<file path="src/rtl/risc_pkg.sv">
// ============================================================================
// risc_pkg : shared core widths and types for the RISC integer datapath
// Rev 1.0  : initial release
// ============================================================================
`default_nettype none

package risc_pkg;

   localparam int XLEN       = 32;
   localparam int REG_ADDR_W = 5;

   typedef logic [XLEN-1:0]       word_t;
   typedef logic [REG_ADDR_W-1:0] reg_idx_t;

endpackage : risc_pkg

`default_nettype wire

</file>
<file path="src/rtl/register_file.sv">
// ============================================================================
// register_file : 2**ADDR_W x DATA_W integer registers, x0 hardwired to zero
// Rev 1.0       : two async read ports, one sync write port, sync reset
// ============================================================================
`default_nettype none

module register_file
   import risc_pkg::*;
#(
   parameter int DATA_W = XLEN,
   parameter int ADDR_W = REG_ADDR_W
) (
   input  logic              clk,
   input  logic              rst,
   input  logic [ADDR_W-1:0] r_reg0,
   input  logic [ADDR_W-1:0] r_reg1,
   input  logic [ADDR_W-1:0] w_reg,
   input  logic [DATA_W-1:0] w_dat,
   input  logic              write,
   output logic [DATA_W-1:0] r_dat0,
   output logic [DATA_W-1:0] r_dat1
);

   localparam int c_NREGS = 2 ** ADDR_W;

   // Slot 0 has no storage; it is a constant zero so both read muxes return 0.
   logic [DATA_W-1:0] w_regs [0:c_NREGS-1];

   assign w_regs[0] = '0;

   for (genvar gi = 1; gi < c_NREGS; gi++) begin : g_reg
      logic [DATA_W-1:0] r_q;

      always_ff @(posedge clk) begin
         if (rst) begin
            r_q <= '0;
         end else if (write && (w_reg == ADDR_W'(gi))) begin
            r_q <= w_dat;
         end
      end

      assign w_regs[gi] = r_q;
   end

   // No write-to-read bypass: forwarding belongs to the pipeline.
   assign r_dat0 = w_regs[r_reg0];
   assign r_dat1 = w_regs[r_reg1];

endmodule : register_file

`default_nettype wire

</file>
<file path="config.mk">
export PLATFORM = sky130hd
export DESIGN_NAME = register_file
export DESIGN_NICKNAME = d
export VERILOG_FILES = /design/src/rtl/risc_pkg.sv /design/src/rtl/register_file.sv
export SDC_FILE = /design/constraint.sdc
export NUM_CORES = 2
export LEC_CHECK = 0
export BUFFER_PORTS_ARGS = -buffer_cell sky130_fd_sc_hd__clkbuf_2
export CAP_MARGIN = 20
export CORE_MARGIN = 2
export CORE_UTILIZATION = 57
export DETAILED_ROUTE_END_ITERATION = 8
export PLACE_DENSITY_LB_ADDON = 0.1
export SYNTH_ARGS = -nofsm -noshare
export SYNTH_HDL_FRONTEND = slang
export SYNTH_SLANG_ARGS = --single-unit
</file>
<file path="constraint.sdc">
create_clock -name clk -period 1.7 [get_ports clk]
set_input_delay 0.17 -clock clk [delete_from_list [all_inputs] [get_ports clk]]
set_output_delay 0.17 -clock clk [all_outputs]
set_load 0.02 [all_outputs]
</file>
==> impl_table.tex <==
\begin{tabular}{lr}
\hline
Metric & Value \\
\hline
\multicolumn{2}{l}{\textbf{Outcome}} \\
\quad Outcome & complete, but fails checks \\
\quad Violations in the final reports & negative setup slack \\
\multicolumn{2}{l}{\textbf{Synthesis}} \\
\quad Net count after synthesis & 6630 \\
\quad Flops \& latches, synth & 992 \\
\quad Syn. warnings & 0 \\
\quad Area share of the leading cell type in the synthesized netlist & 38.7\% \\
\quad Post-Synthesis Cell Area & 0.0513 mm2 \\
\quad Number of flops mapped to enable cells by yosys & 0 \\
\quad Most numerous cell types in the synthesized netlist & sky130\_fd\_sc\_hd\_\_nand2\_1, sky130\_fd\_sc\_hd\_\_a21oi\_1, sky130\_fd\_sc\_hd\_\_dfxtp\_1, sky130\_fd\_sc\_hd\_\_mux2i\_1, sky130\_fd\_sc\_hd\_\_clkbuf\_1 \\
\quad Cell type with the highest aggregate area in the netlist & sky130\_fd\_sc\_hd\_\_dfxtp\_1 \\
\quad Area share of and/or/nand/nor cells after synthesis & 20.0\% \\
\quad Area fraction in compound gates after synthesis & 16.5\% \\
\quad Xor/xnor share of the synthesized area & 0\% \\
\quad Most frequent cell after synthesis & sky130\_fd\_sc\_hd\_\_nand2\_1 \\
\quad Dominant combinational cell family by area after synthesis & simple AND/OR/NAND/NOR gates \\
\quad Yosys cell types & 29 \\
\quad Share of synthesized area spent on multiplexers & 19.2\% \\
\quad Post-synthesis average cell area & 7.80 um2 \\
\quad Area contributors post-synth & sky130\_fd\_sc\_hd\_\_dfxtp\_1, sky130\_fd\_sc\_hd\_\_nand2\_1, sky130\_fd\_sc\_hd\_\_mux2i\_1 \\
\quad Share of flip-flops with an asynchronous set or reset after synthesis & 0\% \\
\quad Post-synthesis instance total & 6580 \\
\quad Top flip-flop cell by instance count after synthesis & sky130\_fd\_sc\_hd\_\_dfxtp\_1 \\
\quad Post-synthesis adder-cell area fraction & 0\% \\
\quad Share of the yosys chip area belonging to registers & 38.7\% \\
\multicolumn{2}{l}{\textbf{Timing}} \\
\quad Max-Slew Margin vs Limit & 42.3\% \\
\quad Final count of negative-setup-slack endpoints & 64 \\
\quad Endpoints failing hold & 0 \\
\quad Final period demand of the worst path & 2550 ps \\
\quad Clock Skews & 0 ps \\
\quad Number of pins exceeding their max-slew limit in the final report & 0 \\
\quad Final worst slack & -853 ps \\
\quad Unrepaired setup endpoints after global routing & true \\
\quad Slew at the pin with the worst max-slew slack & 864 ps \\
\quad Maximum frequency from static timing analysis & 392 MHz \\
\quad Final worst path period share & 150\% \\
\multicolumn{2}{l}{\textbf{Clock network}} \\
\quad Number of clock sinks & 992 \\
\quad Clock Pin Slew Worst Setup and Hold Paths & 70 ps \\
\quad Later-pin clock latency in the skew report & 660 ps \\
\quad Num CTS Buffers & 105 \\
\quad Buffers from clock root to sink, at most & 3 \\
\quad H-tree depth reported by CTS & 3 \\
\quad CTS root buffer & sky130\_fd\_sc\_hd\_\_clkbuf\_16 \\
\quad CTS tree & done \\
\multicolumn{2}{l}{\textbf{Setup path}} \\
\quad Top Family by Delay on Critical Path & compound AO/OA/AOI/OAI gates \\
\quad Critical-path top delay cell & sky130\_fd\_sc\_hd\_\_dfxtp\_1 \\
\quad Series of cell instances along the critical path & mux2\_2 -> a221oi\_2 -> nor3\_2 -> a31oi\_1 -> buf\_4 -> nand3\_4 -> buf\_8 \\
\quad Startpoint types & flip-flop \\
\quad Largest stage delay on the critical path & 330 ps \\
\quad Path depth of the worst reg2reg path & 3 \\
\quad Minimum setup slack among reg-to-reg paths & 520 ps \\
\quad Startpoint-to-endpoint class of the critical path & reg2out \\
\quad Arrival time worst endpoint & 2380 ps \\
\quad Worst Path Required & 1530 ps \\
\quad Buf/Inv on CP & 2 \\
\quad Endpoint of the most critical register-to-register path & g\_reg[24].r\_q[31]\$\_SDFFE\_PP0P\_ \\
\quad Origin of the critical flop-to-flop path & g\_reg[24].r\_q[31]\$\_SDFFE\_PP0P\_ \\
\quad Critical path capture point type & output pin \\
\quad Max FO, Critical Path & 3 \\
\multicolumn{2}{l}{\textbf{Place}} \\
\quad HPWL after DPL & 136000 um \\
\quad Worst slack, placed & -592 ps \\
\quad IO buf count & 113 \\
\quad Routability congestion estimate & 0.986 \\
\quad Count of placed standard cells including taps & 7737 \\
\multicolumn{2}{l}{\textbf{Global route}} \\
\quad Antenna violations before repair & 14 \\
\quad Pin count of the biggest net entering global routing & 98 \\
\quad Overall track demand over capacity in global routing & 44.2\% \\
\quad Final global-route overflow total & 0 \\
\quad Number of global-route vias before repair & 49400 \\
\quad First-pass GRT wire length & 312000 um \\
\multicolumn{2}{l}{\textbf{Die}} \\
\quad Core Footprint & 0.0896 mm2 \\
\quad Std-Cell Rows & 110 \\
\quad Top-level I/O count & 114 \\
\quad Die Footprint & 0.0924 mm2 \\
\quad Initial standard-cell utilization of the core & 57.2\% \\
\quad Die height & 304 um \\
\quad Die width & 304 um \\
\multicolumn{2}{l}{\textbf{Layout}} \\
\quad Register Area & 0.0199 mm2 \\
\quad Largest registers & g.r\_q: 992 flops \\
\quad Area used by multi-input combinational logic & 0.0302 mm2 \\
\quad Synth-to-Final Area Change & 22.9\% \\
\quad Share of layout cells above drive strength 1 & 19.2\% \\
\quad Largest reg by FF count & g.r\_q \\
\quad Post-layout instance count excluding filler cells & 7955 \\
\quad Number of nets in the finished design & 6733 \\
\quad Largest register FFs & 992 \\
\quad Layout fillers & 7037 \\
\multicolumn{2}{l}{\textbf{Route}} \\
\quad Routed wire length & 213000 um \\
\quad Drt via density & 6.57 \\
\quad Number of antenna-violating nets in the routed design & 0 \\
\quad Number of vias in the routed layout & 52300 \\
\quad Detailed Routing Iterations Pass 1 & 6 \\
\quad Detail-routed net length per standard cell & 26.8 um \\
\quad \# DRC & 0 \\
\quad Iteration-0 DRC count of the detailed router & 6656 \\
\multicolumn{2}{l}{\textbf{Power}} \\
\quad Total power per unit cell area & 873 mW/mm2 \\
\quad Peak VDD IR & 0.901 mV \\
\quad Standby leakage power & 23.5 nW \\
\multicolumn{2}{l}{\textbf{Job}} \\
\quad Max-cap violations & 0 \\
\multicolumn{2}{l}{\textbf{Worst hold path}} \\
\quad Worst min-delay path startpoint & w\_dat[23] \\
\quad Class of the most critical hold timing path & in2reg \\
\quad End point of the most critical hold path & g\_reg[7].r\_q[23]\$\_SDFFE\_PP0P\_ \\
\quad Cell depth of the worst hold path & 3 \\
\hline
\end{tabular}
-- how the worst max path moves through the flow --
stage	from	endpoint	slack, ps	cells after the start
6_report	g_reg[3].r_q[19]$_SDFFE_PP0P_	r_dat0[19]	-850	7
5_1_grt	g_reg[3].r_q[19]$_SDFFE_PP0P_	r_dat0[19]	-890	7
4_1_cts	g_reg[7].r_q[29]$_SDFFE_PP0P_	r_dat0[29]	-840	6
3_5_place_dp	r_reg1[0]	r_dat1[14]	-590	10
3_3_place_gp	r_reg1[0]	r_dat1[14]	-570	10
2_1_floorplan	r_reg0[0]	r_dat0[10]	-7	7
-- per-layer routing --
layer	wire, um	track usage, %	vias up
li1	-	-	22900
met1	77700	56.7	24700
met2	88900	65.0	3643
met3	28300	11.1	1006
met4	18000	31.4	8
met5	67	0	-
-- worst register-to-register path, cell delays in order, from the launching register on --
cell and delay (ps):
sky130_fd_sc_hd__dfxtp_1 360, sky130_fd_sc_hd__nand2_1 60, sky130_fd_sc_hd__a21oi_1 140, sky130_fd_sc_hd__dlygate4sd3_1 560
-- cell families (layout without fill, tap and decap cells) --
| logic type | after synthesis | count (layout) |
|---|---|---|
| compound gates | 1504 | 1504 |
| buf+inv | 652 | 843 |
| flops | 992 | 992 |
| mux | 896 | 896 |
| other cells | 0 | 8 |
| simple gates | 2536 | 2536 |
-- per-stage QoR --
stage | TNS (ps) | power (mW) | hold WS, ps | utilization, % | cell area, um2
6_report | -46480 | 55.0 | 139 | 70.3 | 63000
5_1_grt | -49520 | 56.1 | 159 | 70.3 | 63000
4_1_cts | -47450 | 54.5 | 92.9 | 69.6 | 62300
3_5_place_dp | -63300 | 30.2 | 455 | 64.2 | 57500
3_3_place_gp | -61850 | 30.2 | 449 | 64.2 | 57500
2_1_floorplan | -6.85 | 27.5 | 306 | - | 51600
-- cells in the final DEF (no fill, tap or decap), types with 19 or more instances in the layout --
| cell type | count |
|---|---|
| sky130_fd_sc_hd__buf_12 | 200 |
| sky130_fd_sc_hd__nor3_2 | 48 |
| sky130_fd_sc_hd__clkinv_2 | 20 |
| sky130_fd_sc_hd__buf_8 | 39 |
| sky130_fd_sc_hd__a221oi_1 | 19 |
| sky130_fd_sc_hd__clkbuf_2 | 46 |
| sky130_fd_sc_hd__a31oi_1 | 39 |
| sky130_fd_sc_hd__nand2_1 | 2121 |
| sky130_fd_sc_hd__mux2i_1 | 768 |
| sky130_fd_sc_hd__mux4_2 | 64 |
| sky130_fd_sc_hd__clkbuf_1 | 19 |
| sky130_fd_sc_hd__a21oi_1 | 1120 |
| sky130_fd_sc_hd__buf_4 | 319 |
| sky130_fd_sc_hd__a31oi_2 | 24 |
| sky130_fd_sc_hd__clkbuf_8 | 38 |
| sky130_fd_sc_hd__dfxtp_1 | 925 |
| sky130_fd_sc_hd__dfxtp_2 | 67 |
| sky130_fd_sc_hd__nand2_2 | 26 |
| sky130_fd_sc_hd__a22oi_1 | 256 |
| sky130_fd_sc_hd__nand3_1 | 132 |
| sky130_fd_sc_hd__nand3_2 | 40 |
| sky130_fd_sc_hd__mux2_2 | 63 |
| sky130_fd_sc_hd__nand3_4 | 20 |
| sky130_fd_sc_hd__nor2b_2 | 49 |
| sky130_fd_sc_hd__clkbuf_16 | 108 |
| sky130_fd_sc_hd__a221oi_2 | 41 |
-- what timing repair did --
item | 4_1_cts | 5_1_grt
buffers inserted | 1 | 1
pin swaps | 57 | 53
endpoints found under the setup margin | 64 | 64
endpoints found under the hold margin | 383 | 0
hold buffers | 18 | 0
gates resized for setup | 230 | 208
-- area by class of cell --
cell class,instances,share of cell area (%)
Clock buffer,158,5.08
Tap cell,1176,2.33
Multi-Input combinational cell,4936,48.0
Sequential cell,992,31.6
Clock inverter,37,0.739
Antenna cell,8,0.0318
Timing Repair Buffer,648,12.2
-- power breakdown --
group,internal [mW],leakage [nW],switching [mW]
Sequential,23.4,8.03,0.133
Combinational,2.65,13.6,4.32
Clock,14.3,1.81,10.2
Total,40.4,23.5,14.6
(Power assumes the default switching activity.)
